### src/rtl/tracker_pkg.sv
// Shared dimensions, derived widths and FSM encoding for the streaming
// bright-object centroid locator.
package tracker_pkg;

    localparam int IMG_COLS_DEF = 648;
    localparam int IMG_ROWS_DEF = 488;
    localparam int DIV_W_DEF    = 28;

    // x must hold IMG_COLS itself because the column counter saturates there
    localparam int X_W   = $clog2(IMG_COLS_DEF + 1);
    localparam int Y_W   = $clog2(IMG_ROWS_DEF);
    localparam int CNT_W = $clog2(IMG_COLS_DEF * IMG_ROWS_DEF + 1);

    typedef enum logic [1:0] {
        ST_IDLE,
        ST_ACCUM,
        ST_DIVIDE,
        ST_DONE
    } centroid_state_t;

endpackage

### src/rtl/seq_divider.sv
// Restoring unsigned divider, one quotient bit per clock, MSB first.
// done is high during the cycle whose clock edge produces the final quotient bit.
module seq_divider #(
    parameter int W  = 28,
    parameter int QW = 10
) (
    input  logic          clk,
    input  logic          resetn,
    input  logic          start,
    input  logic          abort,
    input  logic [W-1:0]  dividend,
    input  logic [W-1:0]  divisor,
    output logic [QW-1:0] quotient,
    output logic          done
);
    localparam int IW = $clog2(W);
    localparam logic [IW-1:0] ITER_LAST = IW'(W - 1);

    logic [W-1:0]  rem_reg;
    logic [W-1:0]  quo_reg;
    logic [W-1:0]  div_reg;
    logic [IW-1:0] iter_reg;
    logic          running_reg;

    logic [W:0] shifted;
    logic       take;

    // quo_reg doubles as the dividend shift register: its MSB feeds the remainder
    assign shifted  = {rem_reg, quo_reg[W-1]};
    assign take     = shifted >= {1'b0, div_reg};
    assign done     = running_reg && (iter_reg == ITER_LAST);
    assign quotient = quo_reg[QW-1:0];

    always_ff @(posedge clk or negedge resetn) begin
        if (!resetn) begin
            rem_reg     <= '0;
            quo_reg     <= '0;
            div_reg     <= '0;
            iter_reg    <= '0;
            running_reg <= 1'b0;
        end else if (abort) begin
            running_reg <= 1'b0;
        end else if (start) begin
            rem_reg     <= '0;
            quo_reg     <= dividend;
            div_reg     <= divisor;
            iter_reg    <= '0;
            running_reg <= 1'b1;
        end else if (running_reg) begin
            rem_reg  <= take ? W'(shifted - {1'b0, div_reg}) : shifted[W-1:0];
            quo_reg  <= {quo_reg[W-2:0], take};
            iter_reg <= iter_reg + IW'(1);
            if (iter_reg == ITER_LAST) begin
                running_reg <= 1'b0;
            end
        end
    end

endmodule

### src/rtl/frame_centroid.sv
// Thresholds pixels of one frame, accumulates column/row sums and the hit
// count, then divides to produce the integer centroid of the bright pixels.
module frame_centroid
    import tracker_pkg::*;
#(
    parameter int IMG_COLS = IMG_COLS_DEF,
    parameter int IMG_ROWS = IMG_ROWS_DEF,
    parameter int DIV_W    = DIV_W_DEF
) (
    input  logic             clk,
    input  logic             resetn,
    input  logic             frame_start,
    input  logic [7:0]       pixel,
    input  logic             data_valid,
    input  logic             line_valid,
    input  logic [7:0]       threshold,
    output logic [X_W-1:0]   cx,
    output logic [Y_W-1:0]   cy,
    output logic [CNT_W-1:0] pix_count,
    output logic             found,
    output logic             result_valid,
    output logic             busy
);
    localparam logic [X_W-1:0] COLS_X    = X_W'(IMG_COLS);
    localparam logic [Y_W-1:0] ROWS_LAST = Y_W'(IMG_ROWS - 1);

    centroid_state_t state_reg, state_next;

    logic [X_W-1:0]   x_reg;
    logic [Y_W-1:0]   y_reg;
    logic [CNT_W-1:0] count_reg;
    logic [DIV_W-1:0] sum_x_reg, sum_y_reg;
    logic             lv_d_reg;
    logic             div_start_reg;

    logic             line_end, qualify, div_start, div_done;
    logic [1:0]       div_done_vec;
    logic [X_W-1:0]   quot_x;
    logic [Y_W-1:0]   quot_y;

    assign line_end  = lv_d_reg && !line_valid;
    assign qualify   = data_valid && (x_reg < COLS_X) && (pixel >= threshold);
    assign div_start = div_start_reg && (count_reg != '0);
    assign div_done  = &div_done_vec;
    assign busy      = (state_reg != ST_IDLE);

    seq_divider #(.W(DIV_W), .QW(X_W)) u_div_x (
        .clk      (clk),
        .resetn   (resetn),
        .start    (div_start),
        .abort    (frame_start),
        .dividend (sum_x_reg),
        .divisor  (DIV_W'(count_reg)),
        .quotient (quot_x),
        .done     (div_done_vec[0])
    );

    seq_divider #(.W(DIV_W), .QW(Y_W)) u_div_y (
        .clk      (clk),
        .resetn   (resetn),
        .start    (div_start),
        .abort    (frame_start),
        .dividend (sum_y_reg),
        .divisor  (DIV_W'(count_reg)),
        .quotient (quot_y),
        .done     (div_done_vec[1])
    );

    always_ff @(posedge clk or negedge resetn) begin
        if (!resetn) begin
            state_reg <= ST_IDLE;
        end else begin
            state_reg <= state_next;
        end
    end

    always_comb begin
        state_next = state_reg;
        if (frame_start) begin
            state_next = ST_ACCUM;
        end else begin
            case (state_reg)
                ST_ACCUM:  if (line_end && (y_reg == ROWS_LAST)) state_next = ST_DIVIDE;
                ST_DIVIDE: if ((count_reg == '0) || div_done) state_next = ST_DONE;
                ST_DONE:   state_next = ST_IDLE;
                default:   state_next = state_reg;
            endcase
        end
    end

    always_ff @(posedge clk or negedge resetn) begin
        if (!resetn) begin
            x_reg         <= '0;
            y_reg         <= '0;
            count_reg     <= '0;
            sum_x_reg     <= '0;
            sum_y_reg     <= '0;
            lv_d_reg      <= 1'b0;
            div_start_reg <= 1'b0;
            cx            <= '0;
            cy            <= '0;
            pix_count     <= '0;
            found         <= 1'b0;
            result_valid  <= 1'b0;
        end else begin
            lv_d_reg      <= line_valid;
            // divider operands are sampled one cycle into DIVIDE, after the last pixel lands
            div_start_reg <= (state_reg == ST_ACCUM) && (state_next == ST_DIVIDE);
            result_valid  <= 1'b0;
            if (frame_start) begin
                x_reg     <= '0;
                y_reg     <= '0;
                count_reg <= '0;
                sum_x_reg <= '0;
                sum_y_reg <= '0;
            end else if (state_reg == ST_ACCUM) begin
                if (qualify) begin
                    sum_x_reg <= sum_x_reg + DIV_W'(x_reg);
                    sum_y_reg <= sum_y_reg + DIV_W'(y_reg);
                    count_reg <= count_reg + CNT_W'(1);
                end
                if (data_valid && (x_reg < COLS_X)) begin
                    x_reg <= x_reg + X_W'(1);
                end
                if (line_end) begin
                    x_reg <= '0;
                    y_reg <= y_reg + Y_W'(1);
                end
            end else if (state_reg == ST_DONE) begin
                // divider registers may hold a stale quotient when it was skipped
                cx           <= (count_reg == '0) ? '0 : quot_x;
                cy           <= (count_reg == '0) ? '0 : quot_y;
                pix_count    <= count_reg;
                found        <= (count_reg != '0);
                result_valid <= 1'b1;
            end
        end
    end

endmodule

### config.mk
export PLATFORM = sky130hd
export DESIGN_NAME = frame_centroid
export DESIGN_NICKNAME = d
export VERILOG_FILES = /design/src/rtl/tracker_pkg.sv /design/src/rtl/seq_divider.sv /design/src/rtl/frame_centroid.sv
export SDC_FILE = /design/constraint.sdc
export NUM_CORES = 1
export LEC_CHECK = 0
export ABC_CLOCK_PERIOD_IN_PS = 3300
export CORE_AREA = 2 2 240 242
export DETAILED_ROUTE_END_ITERATION = 8
export DIE_AREA = 0 0 242 244
export SLEW_MARGIN = 20
export SYNTH_ARGS = -nofsm -noshare
export SYNTH_HDL_FRONTEND = slang
export SYNTH_SLANG_ARGS = --single-unit
### constraint.sdc
create_clock -name clk -period 3.3 [get_ports clk]
set_clock_uncertainty 0.05 [all_clocks]
set_input_delay 0.825 -clock clk [delete_from_list [all_inputs] [get_ports clk]]
set_output_delay 0.825 -clock clk [all_outputs]
set_load 0.03 [all_outputs]
==> impl_results.md <==
* Share of synthesized cell area in full adder, half adder and majority cells at 6.17%
* Storage cell area at 0.00703 mm^2
* H-tree levels at 1
* Distinct cells, synth at 66
* Fin worst setup slack at 0.206 ns
* # port buffers at between 60 and 70
* Standard-cell rows at between 80 and 90
* Clock tree root driver cell: sky130_fd_sc_hd__clkbuf_16
* Startpoint type of the worst setup path: flip-flop
* Worst vdd rail ir drop at 345 uV
* Area Growth Syn to Fin at 19.1%
* Cell accounting for the most synthesized area: sky130_fd_sc_hd__dfrtp_1
* DR WL/cell at around 15 um
* Initial Utilization at approximately 28%
* Placer congestion estimate at between 0.8 and 0.9
* Post-synthesis xor/xnor area fraction at 6.81%
* Post-Syn Instances at 1780
* Buf+Inv Stages, Crit Path at 1
* Ys flop type: sky130_fd_sc_hd__dfrtp_1
* Biggest area contributors in the synthesized netlist: sky130_fd_sc_hd__dfrtp_1 45%, sky130_fd_sc_hd__nand2_1 7.4%, sky130_fd_sc_hd__ha_1 5.7%
* Required time of the critical path at ~3.7 ns
* Shortest clock period the worst path allows after layout at a little over 3 ns
* Critical path capture point type: flip-flop
* Antenna violations before repair at 1
* Wire length of the first global-routing pass at around 67 mm
* Longest Clk Path Bufs at 3
* Area of the core at roughly 0.056 mm^2
* Yosys warning count at 0
* Number of nets in the synthesized netlist at 1876
* Layout cells sized above 1 at 8.19%
* Fraction of post-synthesis cell area in the top cell type by area at 44.8%
* Hold Crit Class: input pin to async pin
* Cells after DPL at 2578
* Leading cell type by number of instances after synthesis: sky130_fd_sc_hd__nand2_1
* Max Clock Freq at between 300 and 400 MHz
* Die span in y at 244 um
* Synth Area in Simple Gates at between 20% and 30%
* Total congestion overflow at 0
* Cell area power density at about 420 mW/mm^2
* Fraction of the yosys area taken by sequential cells at 44.8%
* Post-route DRC violation count at 0
* Final Instance Count excl. Fillers at 2636
* Final ANT Viol Nets at 0
* Number of global-route vias before repair at about 13000
* Total number of vias at 13300
* Maximum number of pins on one net before global-route repair at 74
* Post-synthesis sequential element count at 281
* X dimension of the die at about 240 um
* Category of the most critical setup path: flip-flop to flip-flop
* CTS Buf Count at 31
* Detail Placement HPWL at 28.5 mm
* Final Cycle Share at 93.8%
* P_leak at 8.22 nW
* Synth Cell Area at 0.0157 mm^2
* Count of filler cells inserted in the layout at ~5800
* Layout net count at between 1500 and 2000
* Total wire length after detailed routing at 40.1 mm
* Critical path data arrival time at 3.51 ns
* Worst-skew pair later-pin latency at slightly below 0.6 ns
* Number of DRC markers after the initial detailed-route iteration at 735
* Relative slew slack at between 40% and 50%
* Slowest-stage cell, CP: sky130_fd_sc_hd__dfrtp_1
* Total setup buffers inserted after CTS at 0
* Mean number of vias per cell at 5.03
* TritonCTS sink count at between 200 and 300
* Max Cap Violations at 0
* Outcome: completed
* Post-synth EDFFs at 0
* Final Hold Fails at 0
* Setup tns final at 0 ns
* Max incr delay on CP at 0.44 ns
* Dominant combinational cell family by area after synthesis: simple AND/OR/NAND/NOR gates
* Clock transition at the register clock pins on the worst setup and hold paths after CTS at 0.06 ns
* Total of endpoints with negative setup slack in the final report at 0
* Multi-input gate area at 0.00819 mm^2
* Post-Synthesis Mean Instance Area at 8.81 um^2
* Largest fanout of any net on the critical path at 4
* Least-Margin Pin Slew at 0.881 ns
* RSZ-0062 raised after global routing: false
* I/O pin total at 62
* Diode count at 0
* Tot GR Track Use at 13.4%
* Ordered cell list for the critical path: ha_1 > fa_1 > nor2b_1 > o21ai_0 > a21oi_1 > o211a_1 > a211oi_1 > nor4b_2 > buf_4 > nor4_1 > or3_1
* Floorplan die area at 0.0590 mm^2
* Delay-heaviest family, CP: simple AND/OR/NAND/NOR gates
* Complex-gate fraction of the synthesized area at 16.2%
* Number of detailed-route iterations in the first pass at 6
* Multiplexer fraction of the synthesized cell area at between 1 and 1.5%
* Proportion of register bits with asynchronous set or reset after synthesis at 100%
* Setup Slack @ Placement at -0.0980 ns
* CTS tree: yes
* Number of slew-limit violations in the final report at 0
* Top cells by count, synth: 311 x sky130_fd_sc_hd__nand2_1, 281 x sky130_fd_sc_hd__dfrtp_1, 191 x sky130_fd_sc_hd__nor2_1
kinds of logic after synthesis:
| group | Yosys count |
|---|---|
| AOI/OAI and AO/OA | 414 |
| xor gates and xnor gates | 122 |
| adders and majority gates | 75 |
| buffers and inverters | 139 |
| DFF | 281 |
| muxes | 23 |
| and+or+nand+nor | 726 |
placed cells by master, fill, tap and decap left out, types with 14 or more instances in the layout:
cell type | netlist | final
sky130_fd_sc_hd__nor2_1 | 191 | 188
sky130_fd_sc_hd__xor2_1 | 66 | 66
sky130_fd_sc_hd__and3_1 | 18 | 18
sky130_fd_sc_hd__ha_1 | 71 | 71
sky130_fd_sc_hd__or3_1 | 16 | 16
sky130_fd_sc_hd__a21oi_1 | 105 | 105
sky130_fd_sc_hd__nand3_1 | 44 | 43
sky130_fd_sc_hd__nand4_1 | 31 | 31
sky130_fd_sc_hd__inv_1 | 53 | 53
sky130_fd_sc_hd__buf_4 | 0 | 58
sky130_fd_sc_hd__mux2i_1 | 21 | 21
sky130_fd_sc_hd__xnor2_1 | 56 | 56
sky130_fd_sc_hd__dfrtp_1 | 281 | 281
sky130_fd_sc_hd__o22ai_1 | 27 | 27
sky130_fd_sc_hd__clkbuf_16 | 0 | 31
sky130_fd_sc_hd__nor4_1 | 15 | 14
sky130_fd_sc_hd__a21o_1 | 18 | 18
sky130_fd_sc_hd__nor3_1 | 22 | 21
sky130_fd_sc_hd__clkdlybuf4s50_1 | 0 | 59
sky130_fd_sc_hd__nand2_1 | 311 | 311
sky130_fd_sc_hd__o21ai_0 | 133 | 131
sky130_fd_sc_hd__a31oi_1 | 28 | 28
routing by layer:
layer	share of wire (%)	wire length [um]	vias to the layer above	track usage (%)
met1	46	18500	6468	18.0
met3	5.1	2040	67	2.14
met4	2.2	890	0	3.34
met2	47	18700	326	22.3
met5	0	0	-	0
li1	-	-	6401	-
worst register-to-register path: stages, from the launching register on:
cell and delay (ns):
sky130_fd_sc_hd__dfrtp_1 0.44, sky130_fd_sc_hd__ha_1 0.26, sky130_fd_sc_hd__fa_1 0.41, sky130_fd_sc_hd__nor2b_1 0.15, sky130_fd_sc_hd__o21ai_0 0.11, sky130_fd_sc_hd__a21oi_1 0.22
sky130_fd_sc_hd__o211a_1 0.27, sky130_fd_sc_hd__a211oi_1 0.15, sky130_fd_sc_hd__nor4b_2 0.34, sky130_fd_sc_hd__buf_4 0.16, sky130_fd_sc_hd__nor4_1 0.04, sky130_fd_sc_hd__or3_1 0.36
repair_timing:
item                                    in CTS  in global routing
hold buffers                                 0                  0
endpoints found under the setup margin       0                 21
resized for setup                            0                  5
hold endpoints to repair                     0                  0
through the flow:
stage / power (mW) / hold slack [ns] / instance area (um^2) / utilization (%)
after detailed placement: 4.24 / 0.419 / 17500 / 31.2
after global placement: 4.22 / 0.411 / 17500 / 31.2
after CTS: 8.03 / 0.141 / 18700 / 33.2
final: 7.94 / 0.139 / 18700 / 33.3
after floorplan: 3.95 / 0.399 / 15700 / -
after global routing: 8.26 / 0.170 / 18700 / 33.3
area by class of cell:
cell class	instances	share of cell area [%]
Clock buffer	43	4.93
Clock inverter	15	1.10
Inverter	55	1.10
Multi-Input combinational cell	1360	43.8
Sequential cell	281	37.6
Tap cell	756	5.06
Timing Repair Buffer	126	6.35
worst paths after layout:
| kind | startpoint | cells after the start | slack (ns) | end |
|---|---|---|---|---|
| worst max-delay path | u_div_y.div_reg[0]$_DFFE_PN0P_ | 11 | 0.21 | u_div_x.rem_reg[26]$_DFFE_PN0P_ |
| worst min-delay path | resetn | 1 | 0.14 | u_div_y.rem_reg[25]$_DFFE_PN0P_ |
| worst max register to register | u_div_y.div_reg[0]$_DFFE_PN0P_ | 11 | 0.21 | u_div_x.rem_reg[26]$_DFFE_PN0P_ |
| worst min register to register | u_div_x.quo_reg[18]$_DFFE_PN0P_ | 2 | 0.43 | u_div_x.quo_reg[18]$_DFFE_PN0P_ |
| max in group asynchronous | resetn | 2 | 2.26 | sum_x_reg[22]$_DFFE_PN0P_ |
| min in group clk | u_div_x.quo_reg[18]$_DFFE_PN0P_ | 2 | 0.43 | u_div_x.quo_reg[18]$_DFFE_PN0P_ |
where the power goes:
part / switching (mW) / internal, mW
registers: 0.0512 / 3.51
logic: 0.383 / 0.225
clock network: 1.50 / 2.27
total: 1.94 / 6.00
Power figures use the tool's default switching activity.
